File: src/rtl/conv_pkg.sv
// Shared constants and types for the 3x3 window fetcher: image geometry defaults,
// tap offsets, tap-slot index type and FSM state encoding.
package conv_pkg;

   localparam int DEF_IMG_W = 256;
   localparam int DEF_IMG_H = 128;
   localparam int DEF_AW    = 15;

   localparam int NTAPS = 9;

   // Tap index 0..8 addresses a window slot; value NTAPS marks the drain cycle.
   typedef logic [3:0] tap_idx_t;

   localparam tap_idx_t TAP_FIRST = tap_idx_t'(0);
   localparam tap_idx_t TAP_DRAIN = tap_idx_t'(NTAPS);

   typedef enum logic [1:0] {
      OFF_NEG,
      OFF_ZERO,
      OFF_POS
   } tap_off_e;

   typedef enum logic [1:0] {
      IDLE,
      FETCH,
      HOLD
   } fetch_state_e;

   // Tap k = 3*(dy+1) + (dx+1): the column offset cycles fastest.
   function automatic tap_off_e tap_dx(input tap_idx_t k);
      tap_off_e off;
      case (k)
         4'd0, 4'd3, 4'd6: off = OFF_NEG;
         4'd1, 4'd4, 4'd7: off = OFF_ZERO;
         default:          off = OFF_POS;
      endcase
      return off;
   endfunction

   function automatic tap_off_e tap_dy(input tap_idx_t k);
      tap_off_e off;
      case (k)
         4'd0, 4'd1, 4'd2: off = OFF_NEG;
         4'd3, 4'd4, 4'd5: off = OFF_ZERO;
         default:          off = OFF_POS;
      endcase
      return off;
   endfunction

endpackage

File: src/rtl/window_tap_gen.sv
// Combinational tap decoder: centre (x,y) plus tap index -> in-bounds flag and
// SRAM address {y', x'} (power-of-two width makes the row stride a concatenation).
module window_tap_gen
   import conv_pkg::*;
#(
   parameter int IMG_W = DEF_IMG_W,
   parameter int IMG_H = DEF_IMG_H,
   parameter int AW    = DEF_AW
)
(
   input  logic [$clog2(IMG_W)-1:0] cx,
   input  logic [$clog2(IMG_H)-1:0] cy,
   input  tap_idx_t                 tap,
   output logic                     inb,
   output logic [AW-1:0]            addr
);

   localparam int XW = $clog2(IMG_W);
   localparam int YW = $clog2(IMG_H);
   localparam logic [XW-1:0] X_LAST = XW'(IMG_W - 1);
   localparam logic [YW-1:0] Y_LAST = YW'(IMG_H - 1);

   logic [XW-1:0] nx;
   logic [YW-1:0] ny;
   logic          x_ok;
   logic          y_ok;

   always_comb begin
      nx   = cx;
      x_ok = 1'b1;
      case (tap_dx(tap))
         OFF_NEG: begin
            nx   = cx - XW'(1);
            x_ok = (cx != '0);
         end
         OFF_POS: begin
            nx   = cx + XW'(1);
            x_ok = (cx != X_LAST);
         end
         default: ;
      endcase
   end

   always_comb begin
      ny   = cy;
      y_ok = 1'b1;
      case (tap_dy(tap))
         OFF_NEG: begin
            ny   = cy - YW'(1);
            y_ok = (cy != '0);
         end
         OFF_POS: begin
            ny   = cy + YW'(1);
            y_ok = (cy != Y_LAST);
         end
         default: ;
      endcase
   end

   // The drain index never produces a read.
   assign inb  = x_ok && y_ok && (tap < TAP_DRAIN);
   assign addr = AW'({ny, nx});

endmodule

File: src/rtl/conv_window_fetch.sv
// Streams zero-padded 3x3 windows of the image SRAM in raster order, one tap read
// per cycle, with the window held stable on a valid/ready interface.
module conv_window_fetch
   import conv_pkg::*;
#(
   parameter int IMG_W = DEF_IMG_W,
   parameter int IMG_H = DEF_IMG_H,
   parameter int AW    = DEF_AW
)
(
   input  logic                     clk,
   input  logic                     rst_n,
   input  logic                     start,
   output logic                     busy,
   output logic                     done,
   output logic                     sram_en,
   output logic                     sram_wen,
   output logic [AW-1:0]            sram_addr,
   input  logic [7:0]               sram_q,
   output logic                     win_valid,
   input  logic                     win_ready,
   output logic [8*NTAPS-1:0]       win_data,
   output logic [$clog2(IMG_W)-1:0] win_x,
   output logic [$clog2(IMG_H)-1:0] win_y
);

   localparam int XW = $clog2(IMG_W);
   localparam int YW = $clog2(IMG_H);
   localparam logic [XW-1:0] X_LAST = XW'(IMG_W - 1);
   localparam logic [YW-1:0] Y_LAST = YW'(IMG_H - 1);

   fetch_state_e  state_reg, state_next;
   tap_idx_t      tap_reg, tap_next;
   logic [XW-1:0] cx_reg, cx_next;
   logic [YW-1:0] cy_reg, cy_next;
   logic          done_reg, done_next;

   // Tag travelling alongside the one-cycle SRAM read.
   logic          rd_pend_reg;
   logic          rd_inb_reg;
   tap_idx_t      rd_slot_reg;

   logic          tap_inb;
   logic [AW-1:0] tap_addr;
   logic          tap_slot;
   logic          issue;

   window_tap_gen #(
      .IMG_W (IMG_W),
      .IMG_H (IMG_H),
      .AW    (AW)
   ) u_tap_gen (
      .cx   (cx_reg),
      .cy   (cy_reg),
      .tap  (tap_reg),
      .inb  (tap_inb),
      .addr (tap_addr)
   );

   assign tap_slot = (state_reg == FETCH) && (tap_reg != TAP_DRAIN);
   assign issue    = (state_reg == FETCH) && tap_inb;

   always_ff @(posedge clk) begin
      if (!rst_n) begin
         state_reg <= IDLE;
         tap_reg   <= TAP_FIRST;
         cx_reg    <= '0;
         cy_reg    <= '0;
         done_reg  <= 1'b0;
      end else begin
         state_reg <= state_next;
         tap_reg   <= tap_next;
         cx_reg    <= cx_next;
         cy_reg    <= cy_next;
         done_reg  <= done_next;
      end
   end

   always_comb begin
      state_next = state_reg;
      tap_next   = tap_reg;
      cx_next    = cx_reg;
      cy_next    = cy_reg;
      done_next  = 1'b0;
      case (state_reg)
         IDLE: begin
            if (start) begin
               state_next = FETCH;
               tap_next   = TAP_FIRST;
               cx_next    = '0;
               cy_next    = '0;
            end
         end
         FETCH: begin
            // The drain cycle lets the tap-8 read land before the window is shown.
            if (tap_reg == TAP_DRAIN) begin
               state_next = HOLD;
            end else begin
               tap_next = tap_reg + tap_idx_t'(1);
            end
         end
         HOLD: begin
            if (win_ready) begin
               tap_next = TAP_FIRST;
               if (cx_reg == X_LAST) begin
                  cx_next = '0;
                  if (cy_reg == Y_LAST) begin
                     cy_next    = '0;
                     state_next = IDLE;
                     done_next  = 1'b1;
                  end else begin
                     cy_next    = cy_reg + YW'(1);
                     state_next = FETCH;
                  end
               end else begin
                  cx_next    = cx_reg + XW'(1);
                  state_next = FETCH;
               end
            end
         end
         default: state_next = IDLE;
      endcase
   end

   always_ff @(posedge clk) begin
      if (!rst_n) begin
         rd_pend_reg <= 1'b0;
         rd_inb_reg  <= 1'b0;
         rd_slot_reg <= TAP_FIRST;
      end else begin
         rd_pend_reg <= tap_slot;
         rd_inb_reg  <= tap_inb;
         rd_slot_reg <= tap_reg;
      end
   end

   // Out-of-bounds taps still occupy their slot, loading the zero pad.
   generate
      for (genvar gi = 0; gi < NTAPS; gi++) begin : g_slot
         logic [7:0] slot_reg;

         always_ff @(posedge clk) begin
            if (!rst_n) begin
               slot_reg <= 8'h00;
            end else if (rd_pend_reg && (rd_slot_reg == tap_idx_t'(gi))) begin
               slot_reg <= rd_inb_reg ? sram_q : 8'h00;
            end
         end

         assign win_data[8*gi +: 8] = slot_reg;
      end
   endgenerate

   assign busy      = (state_reg != IDLE);
   assign done      = done_reg;
   assign win_valid = (state_reg == HOLD);
   assign win_x     = cx_reg;
   assign win_y     = cy_reg;
   assign sram_en   = issue;
   assign sram_wen  = 1'b1;
   assign sram_addr = issue ? tap_addr : '0;

endmodule

File: config.mk
export PLATFORM = sky130hd
export DESIGN_NAME = conv_window_fetch
export DESIGN_NICKNAME = d
export VERILOG_FILES = /design/src/rtl/conv_pkg.sv /design/src/rtl/window_tap_gen.sv /design/src/rtl/conv_window_fetch.sv
export SDC_FILE = /design/constraint.sdc
export NUM_CORES = 1
export LEC_CHECK = 0
export CORE_MARGIN = 2
export CORE_UTILIZATION = 45
export DETAILED_ROUTE_END_ITERATION = 10
export PLACE_DENSITY = 0.83
export SETUP_SLACK_MARGIN = 0.15
export SYNTH_ARGS = -nofsm -noshare
export SYNTH_HDL_FRONTEND = slang
export SYNTH_SLANG_ARGS = --single-unit
File: constraint.sdc
create_clock -name clk -period 2.4 [get_ports clk]
set_input_delay 0.36 -clock clk [delete_from_list [all_inputs] [get_ports clk]]
set_output_delay 0.36 -clock clk [all_outputs]
set_load 0.02 [all_outputs]
==> metrics, run 1 <==
outcome finished, violations left; violated checks negative setup slack; share of layout cells above drive strength 1 0.243; max reg flops 72; vias roughly 4500; CTS root buffer clkbuf_8; Synth area leaders dfxtp_1 40%, mux2i_1 15%, nor2b_1 9.4%, ha_1 2.7%, and2_1 2.1%; Hold Crit Class register to register; Reg clk slew, reported paths roughly 100 ps; Pre-Repair DR Iteration Count 5; final setup margin -447 ps; Tcrit/Tclk final 1.19; Worst Skew around 20 ps; leak pwr between 3 and 4 nW; CTS tree done; FP Rows 38; CTS H-Tree Depth 3; YS warnings 0; Post-synth EDFFs 0; Antenna Nets Post-Route 0; RR Endpoint win_y[6]$_SDFFE_PN0P_; CP max FO 5; Placed Cells between 800 and 900; initial antenna violation count 0; initial drt markers about 250; Max VDD drop ~250 uV; fin cells ~860; worst relative slew slack 0.519; IO buf count ~120; total track usage 0.235; cts hold-fix bufs 0; syn avg cell area 9.28 sq um; Crit. End Element output pin; minimum clock period 2850 ps; n_diodes 0; Power Density between 400 and 500 nW/um^2; most frequent cell after synthesis dfxtp_1; first-pass GRT wire length 22.1 mm; vias in the first global route 4464; FF-to-FF path depth 7; routed length per instance ~16 microns; register bit total from synthesis 100; die width around 110 microns; hold_sp g_slot[2].slot_reg[7]$_SDFFE_PN0P_; DR vias/cell between 5 and 6; Fillers roughly 840; Main synth FF type dfxtp_1; gpl congestion roughly 0.94; post-layout util 0.684; Final #Nets between 700 and 800; Area growth syn-to-layout 47.7%; final hold vios 0; residual DRC count 0; Max Freq roughly 350 MHz; core area ~11000 sq um; Setup Crit Path Kind register to output pin; reg-to-reg startpoint win_x[0]$_SDFFE_PN0P_; GRT overflow 0; RSZ-0062 raised after global routing yes; Synth cell types 59; I/O pin count about 120; clk_lat worst skew 370 ps; crit path launch type register; WL final 13.8 mm; post-synth top area cell dfxtp_1; Synth top cells by count 100 x dfxtp_1, 76 x mux2i_1, 76 x nor2b_1; Crit path arrival time 2490 ps; hold endpoint g_slot[2].slot_reg[7]$_SDFFE_PN0P_; Gate Count Post-Synth about 540; largest net degree at the start of global routing 94; MaxCap Viol Count 0; clock sinks 100; initial core utilization 0.463; Worst Path Required 2040 ps; area share of the largest cell type after synthesis 0.397; Syn Nets around 570; fin. max-slew vios 0; Setup Viol. Count Final 16; worst slew pin tran 721 ps; reg2reg setup slack between 300 and 400 ps; die area ~12000 sq um; synthesized area approximately 5000 sq um; Num CTS Buffers 9; Hold Path Depth 2; ys async rst share 0; Post-DP HPWL approximately 10 mm; Die Height roughly 110 microns; post-synthesis sequential area ratio 0.397; worst-case clock buffer depth 2
-- cell usage in the layout, fill, tap and decap left out, drive strengths merged, types with 5 or more instances in the layout --
| master | Yosys | final |
|---|---|---|
| or2 | 7 | 7 |
| a31oi | 5 | 5 |
| clkbuf | 28 | 9 |
| or3 | 5 | 5 |
| nor3 | 23 | 23 |
| clkdlybuf4s50 | 0 | 99 |
| inv | 12 | 17 |
| xnor2 | 11 | 11 |
| nor2 | 29 | 29 |
| and2 | 17 | 17 |
| mux2i | 76 | 76 |
| nand3b | 5 | 5 |
| o21ai | 17 | 17 |
| nand2 | 27 | 27 |
| and3 | 6 | 6 |
| nand3 | 11 | 11 |
| ha | 11 | 11 |
| a21oi | 8 | 8 |
| nor2b | 76 | 76 |
| buf | 15 | 107 |
| nand4 | 5 | 5 |
| dfxtp | 100 | 100 |
-- logic make-up (layout without fill, tap and decap cells) --
logic type / count (synthesis) / count (layout) / synth area share
other cells: 1 / 1 / 0.000744
fa+ha+maj: 11 / 11 / 0.0273
flops: 100 / 100 / 0.397
simple gates: 232 / 232 / 0.272
buf+inv: 55 / 235 / 0.0482
compound gates: 55 / 55 / 0.0812
mux: 76 / 76 / 0.151
xor+xnor: 13 / 13 / 0.0226
-- repair_timing --
item / CTS / global route
cloned: 1 / 0
pin swaps: 11 / 5
endpoints found under the setup margin: 16 / 17
resized for setup: 110 / 7
setup buffers: 10 / 1
-- cell type report --
class	instances	area, sq um	share of cell area
sequential	100	2010	0.270
clock buffer	9	124	0.0166
clock inverter	7	67.6	0.00908
inverter	12	50.0	0.00672
tap	140	175	0.0235
multi-input combinational	388	3070	0.412
timing repair buffer	207	1950	0.262
-- power by group --
group / switching, mW / internal [mW]
Combinational: 0.259 / 0.249
Clock: 0.642 / 0.407
Sequential: 0.0110 / 1.67
Total: 0.912 / 2.32
-- worst max path at each step --
| stage | start | endpoint | slack, ps |
|---|---|---|---|
| 5_1_grt | tap_reg[1]$_SDFFE_PN0P_ | sram_addr[7] | -540 |
| 4_1_cts | tap_reg[1]$_SDFFE_PN0P_ | sram_addr[4] | -430 |
| 3_5_place_dp | tap_reg[0]$_SDFFE_PN0P_ | sram_addr[12] | -490 |
| 3_3_place_gp | tap_reg[0]$_SDFFE_PN0P_ | sram_addr[13] | -430 |
| 2_1_floorplan | tap_reg[0]$_SDFFE_PN0P_ | sram_en | 20 |
| 6_report | tap_reg[1]$_SDFFE_PN0P_ | sram_addr[12] | -450 |
-- metrics by stage --
stage | power [mW] | hold slack, ps | cell area, sq um | TNS [ps] | setup WS (ps)
after detailed placement | 2.15 | 505 | 7010 | -6840 | -489
after CTS | 3.24 | 533 | 7410 | -5540 | -434
final | 3.23 | 531 | 7440 | -6460 | -447
after global routing | 3.36 | 558 | 7440 | -7940 | -537
after floorplan | 2.00 | 506 | 5260 | 0 | 24.4
after global placement | 2.14 | 495 | 7010 | -6090 | -435
-- worst max-delay path, cell delays in order, from the launching register on --
cell       delay (ps)
dfxtp_4           400
inv_4              60
ha_4              160
or3_4             410
nand4_4            90
a2bb2oi_4         160
o221ai_4          140
buf_4             180
buf_12            130
buf_12            130
nor3_4            120
buf_6             140
-- metal layers --
layer / track usage / up-vias / part of all wire / wire length, microns
met3: 0.0373 / 18 / 0.052 / 721
met5: 0 / - / 0 / 0
met1: 0.299 / 2140 / 0.44 / 6090
met4: 0.0741 / 0 / 0.013 / 185
li1: - / 2187 / - / -
met2: 0.404 / 156 / 0.49 / 6850
No activity file was read; power rests on OpenSTA's default activity.
==> run 2, diff against run 1 <==
--- a/config.mk
+++ b/config.mk
@@ -5,11 +5,15 @@
 export SDC_FILE = /design/constraint.sdc
 export NUM_CORES = 1
 export LEC_CHECK = 0
+export CELL_PAD_IN_SITES_DETAIL_PLACEMENT = 1
+export CELL_PAD_IN_SITES_GLOBAL_PLACEMENT = 2
 export CORE_MARGIN = 2
-export CORE_UTILIZATION = 45
+export CORE_UTILIZATION = 34
 export DETAILED_ROUTE_END_ITERATION = 10
-export PLACE_DENSITY = 0.83
+export DONT_BUFFER_PORTS = 1
+export PLACE_DENSITY = 0.82
 export SETUP_SLACK_MARGIN = 0.15
+export SKIP_LAST_GASP = 1
 export SYNTH_ARGS = -nofsm -noshare
 export SYNTH_HDL_FRONTEND = slang
 export SYNTH_SLANG_ARGS = --single-unit
==> run 2 against run 1 <==
The flow still finishes with violations (negative setup slack); sequential cell count is the same; wire length up 6.6%; die area up 31%; total power rose by 14%; cell area fell by 17%; clock skew is 12 ps lower; non-clock buffer count shrank 144; highest routed layer unchanged; first-iteration DRC count fell by 48%.
==> metrics, run 2 (synthesized netlist as in run 1, its figures left out) <==
Num CTS Buffers 9; worst relative slew slack 0.567; violated checks negative setup slack; residual DRC count 0; initial drt markers roughly 130; outcome finished, violations left; final setup margin -356 ps; Max Freq ~360 MHz; Crit. End Element output pin; Pre-Repair DR Iteration Count 4; CTS tree done; Reg clk slew, reported paths around 70 ps; Worst Skew between 7 and 8 ps; cts hold-fix bufs 0; IO buf count 0; core area roughly 14000 sq um; GRT overflow 0; FP Rows between 40 and 50; crit path launch type register; worst slew pin tran 646 ps; Fillers roughly 1600; vias in the first global route around 4200; worst-case clock buffer depth 2; fin. max-slew vios 0; Clock power frac 0.426; MaxCap Viol Count 0; Worst Path Required slightly above 2000 ps; Post-DP HPWL 10.8 mm; CTS H-Tree Depth 3; NetSw around 0.9 mW; placed instance area 5720 sq um; clk_lat worst skew between 300 and 400 ps; Max VDD drop approximately 420 uV; WL final about 15 mm; leak pwr 2.47 nW; CP max FO 4; most frequent cells in the layout 95 x dfxtp_1, 76 x nor2b_1, 75 x mux2i_1; total track usage 0.185; Die Height 126 microns; largest net degree at the start of global routing 95; Final #Nets 597; minimum clock period 2760 ps; Setup Crit Path Kind register to output pin; commonest non-fill, non-tap cell in the layout dfxtp_1; Power Total 3.69 mW; initial core utilization 0.348; Setup Viol. Count Final 16; routed length per instance roughly 19 microns; max reg flops 72; RSZ-0062 raised after global routing yes; clock sinks 100; Power Density around 590 nW/um^2; share of layout cells above drive strength 1 0.226; CTS root buffer clkbuf_16; vias about 4000; I/O pin count between 100 and 150; Crit path arrival time ~2400 ps; combinational power share 0.119; Post-Place Worst Slack -3.02 ps; die width approximately 130 microns; share of power burned in registers 0.455; n_diodes 0; Sw Share 0.243; TNS Setup -4750 ps; gpl congestion about 0.86; design area just over 6000 sq um; Tcrit/Tclk final 1.15; Hold Crit Class primary input to register; first-pass GRT wire length approximately 23 mm; Pint ~2.8 mW; die area ~16000 sq um; initial antenna violation count 0; Antenna Nets Post-Route 0; final hold vios 0; Area growth syn-to-layout 23.3%; DR vias/cell around 5.2
## run 2: changes by cell type in the layout (fill, tap and decap cells not counted), sizes merged
cell and change:
buf -45, bufinv +2, clkbuf +3, clkdlybuf4s50 -99, clkinv -1, dlymetal6s2s -1
inv -3
## run 2: final cells by class
type | count | area, sq um | share of cell area
Sequential cell | 100 | 2010 | 0.324
Timing Repair Buffer | 63 | 552 | 0.0888
Tap cell | 184 | 230 | 0.0370
Clock buffer | 11 | 233 | 0.0374
Inverter | 12 | 50.0 | 0.00805
Multi-Input combinational cell | 388 | 3050 | 0.491
Clock inverter | 5 | 82.6 | 0.0133
## run 2: final timing paths
kind	start	to	slack (ps)	cells after the start
max	tap_reg[1]$_SDFFE_PN0P_	sram_addr[3]	-360	9
min	rst_n	state_reg[1]$_SDFFE_PN0P_	150	1
max reg2reg	win_x[0]$_SDFFE_PN0P_	win_y[6]$_SDFFE_PN0P_	360	7
min reg2reg	win_y[2]$_SDFFE_PN0P_	win_y[2]$_SDFFE_PN0P_	550	2
## run 2: routing by layer
metal	GRT usage	up-vias	wire [microns]
met4	0.0614	0	260
met3	0.0561	20	980
li1	-	1907	-
met1	0.221	1920	6150
met2	0.320	106	7370
met5	0	-	0
## run 2: critical path, stage by stage (launching register included)
cell and delay (ps):
dfxtp_4 390, inv_4 60, ha_4 170, nor2_2 190, mux2i_2 120, buf_4 160, buf_4 150, o32ai_2 320
xnor2_1 170, nor3_4 330
## run 2: timing repair
item	4_1_cts	5_1_grt
pin swaps	4	5
hold endpoints to repair	0	0
setup buffers	6	3
endpoints found under the setup margin	16	16
resized for setup	7	11
gates cloned	0	1
## run 2: power groups by stage
| stage | Sequential (mW) | Clock [mW] | Combinational (mW) |
|---|---|---|---|
| 2_1_floorplan | 1.72 | 0 | 0.284 |
| 3_3_place_gp | 1.72 | 0 | 0.369 |
| 3_5_place_dp | 1.72 | 0 | 0.379 |
| 4_1_cts | 1.68 | 1.61 | 0.408 |
| 5_1_grt | 1.68 | 1.69 | 0.468 |
| 6_report | 1.68 | 1.57 | 0.438 |
## run 2: per-stage QoR
step / std cells / utilization / hold WS [ps]
final: 763 / 0.429 / 146
after global routing: 763 / 0.429 / 141
after CTS: 759 / 0.422 / 122
after detailed placement: 737 / 0.395 / 493
after global placement: 737 / 0.395 / 493
after floorplan: 543 / - / 506
